**config.mk**
```make
export PLATFORM = sky130hd
export DESIGN_NAME = dendrite_arbiter
export DESIGN_NICKNAME = d
export VERILOG_FILES = /design/src/rtl/dendrite_arbiter.sv
export SDC_FILE = /design/constraint.sdc
export NUM_CORES = 1
export LEC_CHECK = 0
export CAP_MARGIN = 20
export CORE_MARGIN = 10
export CORE_UTILIZATION = 38
export DETAILED_ROUTE_END_ITERATION = 16
export PLACE_DENSITY_LB_ADDON = 0.3
export SYNTH_ARGS = -nofsm -noshare
export SYNTH_HDL_FRONTEND = slang
export SYNTH_SLANG_ARGS = --single-unit
```
**constraint.sdc**
```tcl
create_clock -name clk -period 3.15 [get_ports clk]
set_input_delay 0.315 -clock clk [delete_from_list [all_inputs] [get_ports clk]]
set_output_delay 0.315 -clock clk [all_outputs]
set_load 0.005 [all_outputs]
```
**src/rtl/dendrite_arbiter.sv**
```systemverilog
// -----------------------------------------------------------------------------
// dendrite_arbiter
//
// Merges fire events from NUM_SYN synapse channels and one external
// incoming-fire port onto a single dendrite input. Synapses are served
// round-robin. The incoming port either pre-empts every synapse
// (IN_PRIORITY=1) or takes its turn as an extra ring slot after the synapses
// (IN_PRIORITY=0). The output is a single register stage. It accepts a new
// event in the same cycle that the dendrite drains the old one, so the
// arbiter sustains one event per cycle.
//
// Parameters
//   NUM_SYN      number of synapse channels (>=1)
//   ADDR_W       dendrite address width
//   CHG_W        input charge width (synapse signed, incoming unsigned)
//   IN_PRIORITY  1: incoming port has strict priority; 0: incoming is ring
//                slot NUM_SYN
//
// Ports
//   clk          clock
//   reset        synchronous, active-high
//   enable       0 blocks new grants; a held output still drains
//   syn_addr     packed addresses, channel i at [i*ADDR_W +: ADDR_W]
//   syn_charge   packed signed charges, channel i at [i*CHG_W +: CHG_W]
//   syn_vld      per-channel valid
//   syn_rdy      per-channel ready, one-hot or zero
//   in_addr      incoming-fire address
//   in_charge    incoming-fire charge, unsigned
//   in_vld       incoming valid
//   in_rdy       incoming ready
//   dend_addr    registered dendrite address
//   dend_charge  registered signed charge, CHG_W+1 bits
//   dend_vld     output valid
//   dend_rdy     dendrite ready
// -----------------------------------------------------------------------------
module dendrite_arbiter #(
    parameter int NUM_SYN     = 4,
    parameter int ADDR_W      = 8,
    parameter int CHG_W       = 8,
    parameter int IN_PRIORITY = 1
) (
    input  logic                      clk,
    input  logic                      reset,
    input  logic                      enable,
    input  logic [NUM_SYN*ADDR_W-1:0] syn_addr,
    input  logic [NUM_SYN*CHG_W-1:0]  syn_charge,
    input  logic [NUM_SYN-1:0]        syn_vld,
    output logic [NUM_SYN-1:0]        syn_rdy,
    input  logic [ADDR_W-1:0]         in_addr,
    input  logic [CHG_W-1:0]          in_charge,
    input  logic                      in_vld,
    output logic                      in_rdy,
    output logic [ADDR_W-1:0]         dend_addr,
    output logic [CHG_W:0]            dend_charge,
    output logic                      dend_vld,
    input  logic                      dend_rdy
);

    // The ring holds only the synapses when the incoming port has priority.
    // Otherwise the incoming port is an extra slot at index NUM_SYN.
    localparam int RING  = NUM_SYN + ((IN_PRIORITY != 0) ? 0 : 1);
    localparam int PTR_W = (RING > 1) ? $clog2(RING) : 1;

    // -------------------------------------------------------------------------
    // State
    // -------------------------------------------------------------------------
    logic [PTR_W-1:0]  rr_ptr_q,      rr_ptr_d;
    logic              dend_vld_q,    dend_vld_d;
    logic [ADDR_W-1:0] dend_addr_q,   dend_addr_d;
    logic [CHG_W:0]    dend_charge_q, dend_charge_d;

    // -------------------------------------------------------------------------
    // Request ring
    // -------------------------------------------------------------------------
    logic [RING-1:0] ring_req;

    generate
        if (IN_PRIORITY != 0) begin : g_ring_syn_only
            assign ring_req = syn_vld;
        end else begin : g_ring_with_in
            assign ring_req = {in_vld, syn_vld};
        end
    endgenerate

    // -------------------------------------------------------------------------
    // Round-robin search. This finds the first requesting slot at or after
    // rr_ptr_q, wrapping modulo RING.
    // -------------------------------------------------------------------------
    logic             ring_hit;
    logic [PTR_W-1:0] ring_win;
    logic [PTR_W-1:0] ring_next;

    // NOTE: every signal assigned in an always_comb gets a default value at the
    // top of the block. Any path that leaves a signal unassigned would infer a
    // latch.
    always_comb begin
        ring_hit = 1'b0;
        ring_win = '0;
        for (int j = 0; j < RING; j++) begin
            int idx;
            idx = int'(rr_ptr_q) + j;
            if (idx >= RING) begin
                idx = idx - RING;
            end
            if (!ring_hit && ring_req[PTR_W'(idx)]) begin
                ring_hit = 1'b1;
                ring_win = PTR_W'(idx);
            end
        end
    end

    // The pointer moves to the slot after the winner, wrapping at the ring end.
    assign ring_next = (ring_win == PTR_W'(RING - 1)) ? '0 : ring_win + 1'b1;

    // -------------------------------------------------------------------------
    // Grant decision
    // -------------------------------------------------------------------------
    logic slot_free;
    logic grant_ok;
    logic prio_in;

    // The output register can take a new event when it is empty or is being
    // drained this cycle. The reset term keeps every ready low while reset is
    // held, because reset discards any load anyway.
    assign slot_free = !dend_vld_q || dend_rdy;
    assign grant_ok  = enable && slot_free && !reset;
    assign prio_in   = (IN_PRIORITY != 0) && in_vld;

    always_comb begin
        syn_rdy  = '0;
        in_rdy   = 1'b0;
        rr_ptr_d = rr_ptr_q;
        if (grant_ok) begin
            if (prio_in) begin
                // A priority grant to the incoming port leaves the ring untouched.
                in_rdy = 1'b1;
            end else if (ring_hit) begin
                rr_ptr_d = ring_next;
                if (int'(ring_win) >= NUM_SYN) begin
                    in_rdy = 1'b1;
                end else begin
                    syn_rdy[ring_win] = 1'b1;
                end
            end
        end
    end

    // -------------------------------------------------------------------------
    // Output register next-state. A ready is raised only toward a requester
    // whose vld is high, so any ready bit means a transfer this cycle.
    // -------------------------------------------------------------------------
    always_comb begin
        dend_vld_d    = dend_vld_q;
        dend_addr_d   = dend_addr_q;
        dend_charge_d = dend_charge_q;

        if (in_rdy) begin
            dend_vld_d    = 1'b1;
            dend_addr_d   = in_addr;
            // The incoming charge is unsigned, so it is zero-extended.
            dend_charge_d = {1'b0, in_charge};
        end else if (|syn_rdy) begin
            dend_vld_d = 1'b1;
            for (int i = 0; i < NUM_SYN; i++) begin
                if (syn_rdy[i]) begin
                    dend_addr_d   = syn_addr[i*ADDR_W +: ADDR_W];
                    // The synapse charge is signed, so it is sign-extended.
                    dend_charge_d = {syn_charge[i*CHG_W + CHG_W - 1],
                                     syn_charge[i*CHG_W +: CHG_W]};
                end
            end
        end else if (slot_free) begin
            // The old event drained (or there was none) and nothing replaces it.
            dend_vld_d = 1'b0;
        end
    end

    // -------------------------------------------------------------------------
    // Registers
    // -------------------------------------------------------------------------
    // NOTE: sequential state uses non-blocking assignments. Every flop then
    // samples the values from before the edge, whatever the evaluation order.
    always_ff @(posedge clk) begin
        if (reset) begin
            rr_ptr_q      <= '0;
            dend_vld_q    <= 1'b0;
            dend_addr_q   <= '0;
            dend_charge_q <= '0;
        end else begin
            rr_ptr_q      <= rr_ptr_d;
            dend_vld_q    <= dend_vld_d;
            dend_addr_q   <= dend_addr_d;
            dend_charge_q <= dend_charge_d;
        end
    end

    assign dend_vld    = dend_vld_q;
    assign dend_addr   = dend_addr_q;
    assign dend_charge = dend_charge_q;

endmodule
```
==> metrics.md, run 1 <==
| Metric | Value |
|---|---|
| Post-synth EDFFs | `0` |
| Post-CTS setup buffers | `0` |
| Pre-CTS worst setup slack | `-0.0392 ns` |
| CP Launch Type | `primary input` |
| Vias in the first global route | `2152` |
| Critical Path RT | `2.83 ns` |
| Synth warn | `0` |
| # clock sinks | `20` |
| H-tree depth | `1` |
| Synth Instances | `247` |
| Final-report hold violation count | `0` |
| Hold_buf cts | `0` |
| Hold path start | `dend_charge[8]` |
| Critical R2R Capture | `dend_charge[1]` |
| R2r startpoint | `rr_ptr_q[0]` |
| Initial DRC count | `67` |
| CP max FO | `21` |
| HPWL Detailed | `5680 microns` |
| Routed len/inst | `17.3 microns` |
| Worst-Skew Late Latency | `0.25 ns` |
| Die Y | `89.4 microns` |
| Max Fclk | `335 MHz` |
| Post-CTS sizing | `0` |
| Outcome | `completed` |
| Normalized max-slew margin | `58.7%` |
| Max-capacitance violation count | `0` |
| Seq/Total Area, Yosys | `21.9%` |
| Die width | `89.4 microns` |
| Core area | `4690 sq um` |
| Antenna violations before repair | `0` |
| Antenna viol nets, final | `0` |
| Smallest hold slack | `0.518 ns` |
| Final worst-path cycle share | `94.8%` |
| Initial DRT Pass Iterations | `4` |
| Primary FF master, synth | `dfxtp_1` |
| PwrDens | `271 nW/um^2` |
| Cell taking the most area after synthesis | `dfxtp_1` |
| Starting density of the core | `39.0%` |
| Async set or reset register ratio after synthesis | `0%` |
| Setup TNS | `0 ns` |
| Post-Route WL | `7090 microns` |
| Flop and latch count out of synthesis | `20` |
| Synth Net Count | `340` |
| Clock Path Buffers | `2` |
| # IOs | `112` |
| FILL cells | `419` |
| Count of pins over their slew limit | `0` |
| Max IR drop VDD | `0.218 mV` |
| Post-Syn Area per Cell | `7.41 sq um` |
| Largest net degree at the start of global routing | `31` |
| Commonest cells in the netlist | `a21oi_1, inv_1, nor2_1` |
| Min Tclk post-route | `2.99 ns` |
| Post-Syn Area | `1830 sq um` |
| DRC | `0` |
| Nets | `450` |
| Gr usage total | `16.5%` |
| Drt via density | `5.29` |
| Antenna cell count | `0` |
| Hold crit path type | `register to register` |
| Die area | `7990 sq um` |
| Setup violators final | `0` |
| Hold depth | `2` |
| R2R depth | `12` |
| Via count | `2163` |
| Most common cell in the netlist | `a21oi_1` |
| Clock transition at path regs | `0.07 ns` |
| WS Path Type | `primary input to output port` |
| Worst-Margin Slew | `0.619 ns` |
| Placer Congestion | `0.894` |
| GRT overflow | `0` |
| Reg2reg setup slack | `0.51 ns` |
| CTS root buf | `clkbuf_8` |
| Final core occ | `65.8%` |
| Cell Rows | `25` |
| Yosys top cell area share | `21.9%` |
| Nature of the critical path endpoint | `output port` |
| Area contributors post-synth | `dfxtp_1, a21oi_1, mux2_1` |
| Static Leak | `1.25 nW` |
| CP arrival | `2.67 ns` |
| Final clock skew | `0.00282 ns` |
| Fin worst setup slack | `0.164 ns` |
| Total CTS buffers | `3` |
| Global-route wire length before repair | `10500 microns` |
| TritonCTS clock tree | `done` |
| Hold Path Sink | `dend_charge[8]` |
| Share of post-route cells with drive strength above 1 | `10.1%` |
| # port buffers | `111` |
| Area Overhead vs Synth | `68.9%` |
| Post-synthesis cell type count | `36` |
-- layout by cell type (no fill, tap or decap), types with 2 or more instances in the layout --
master / n
o221ai_1: 5
and2_1: 5
o221ai_2: 10
o21ai_1: 15
nand3_1: 2
dfxtp_1: 20
inv_1: 37
mux2i_1: 2
clkbuf_8: 3
a31oi_1: 16
nor2b_1: 2
buf_4: 10
nand2b_1: 3
nor2_1: 22
ha_1: 4
buf_12: 2
a21oi_1: 47
mux2_1: 15
nand2_1: 5
clkdlybuf4s50_1: 110
-- sequential cells by signal, indices dropped and copies added, names as in the netlist --
| signal | flops |
|---|---|
| dend_addr | 8 |
| dend_vld | 1 |
| rr_ptr_q | 2 |
| dend_charge | 9 |
-- kinds of logic after synthesis --
| kind of cell | after synthesis | share of synthesized area, % |
|---|---|---|
| AND/OR/NAND/NOR | 47 | 14.2 |
| adder cells (fa/ha/maj) | 4 | 2.74 |
| buffers and inverters | 57 | 13.7 |
| AO/OA/AOI/OAI | 102 | 37.1 |
| multiplexers | 17 | 10.3 |
| flip-flops | 20 | 21.9 |
-- worst max path at each step --
stage	from	to	slack, ns
finish	syn_vld[0]	syn_rdy[2]	0.16
global route	syn_vld[0]	syn_rdy[3]	-0.01
floorplan	syn_vld[0]	dend_addr[0]	0.53
detailed placement	syn_vld[1]	dend_charge[1]	-0.04
CTS	syn_vld[1]	syn_rdy[3]	0.02
global placement	syn_vld[1]	dend_charge[2]	0.09
-- power breakdown --
group	total (W)	switching [W]	internal, W
combinational	0.000389	0.000165	0.000224
sequential	0.000287	0.0000145	0.000272
clock	0.000161	0.0000766	0.0000849
total	0.000837	0.000256	0.000581
-- layout make-up --
cell class | count | area (sq um) | share of cell area, %
inverters | 37 | 139 | 4.50
clock buffers | 3 | 41.3 | 1.34
flip-flops and latches | 20 | 400 | 13.0
well taps | 54 | 67.6 | 2.19
multi-input cells | 170 | 1190 | 38.4
repair buffers | 125 | 1250 | 40.6
-- layer usage --
metal	global-route usage [%]	up-vias	wire length, microns
li1	-	1101	-
met1	19.3	973	2830
met2	28.8	77	3580
met3	4.01	12	548
met4	5.06	0	140
met5	0	-	0
-- worst max-delay path, stage by stage --
cell             delay, ns
clkdlybuf4s50_1       0.46
or4_1                 0.57
buf_4                 0.16
nand2_1               0.08
ha_1                  0.20
buf_6                 0.20
and2_1                0.15
clkdlybuf4s50_1       0.54
-- metrics by stage --
step / total power (W) / instance area, sq um / instances
floorplan: 0.000466 / 1830 / 247
global placement: 0.000670 / 3030 / 406
detailed placement: 0.000676 / 3030 / 406
CTS: 0.000837 / 3070 / 409
global route: 0.000886 / 3090 / 409
finish: 0.000837 / 3090 / 409
Power figures use the tool's default switching activity.
==> run 2: changes to the inputs <==
--- a/config.mk
+++ b/config.mk
@@ -9,6 +9,7 @@
 export CORE_MARGIN = 10
 export CORE_UTILIZATION = 38
 export DETAILED_ROUTE_END_ITERATION = 16
+export HOLD_SLACK_MARGIN = 0.12
 export PLACE_DENSITY_LB_ADDON = 0.3
 export SYNTH_ARGS = -nofsm -noshare
 export SYNTH_HDL_FRONTEND = slang
==> results of run 2 <==
Final layout, timing and power as in run 1 (identical DEF).
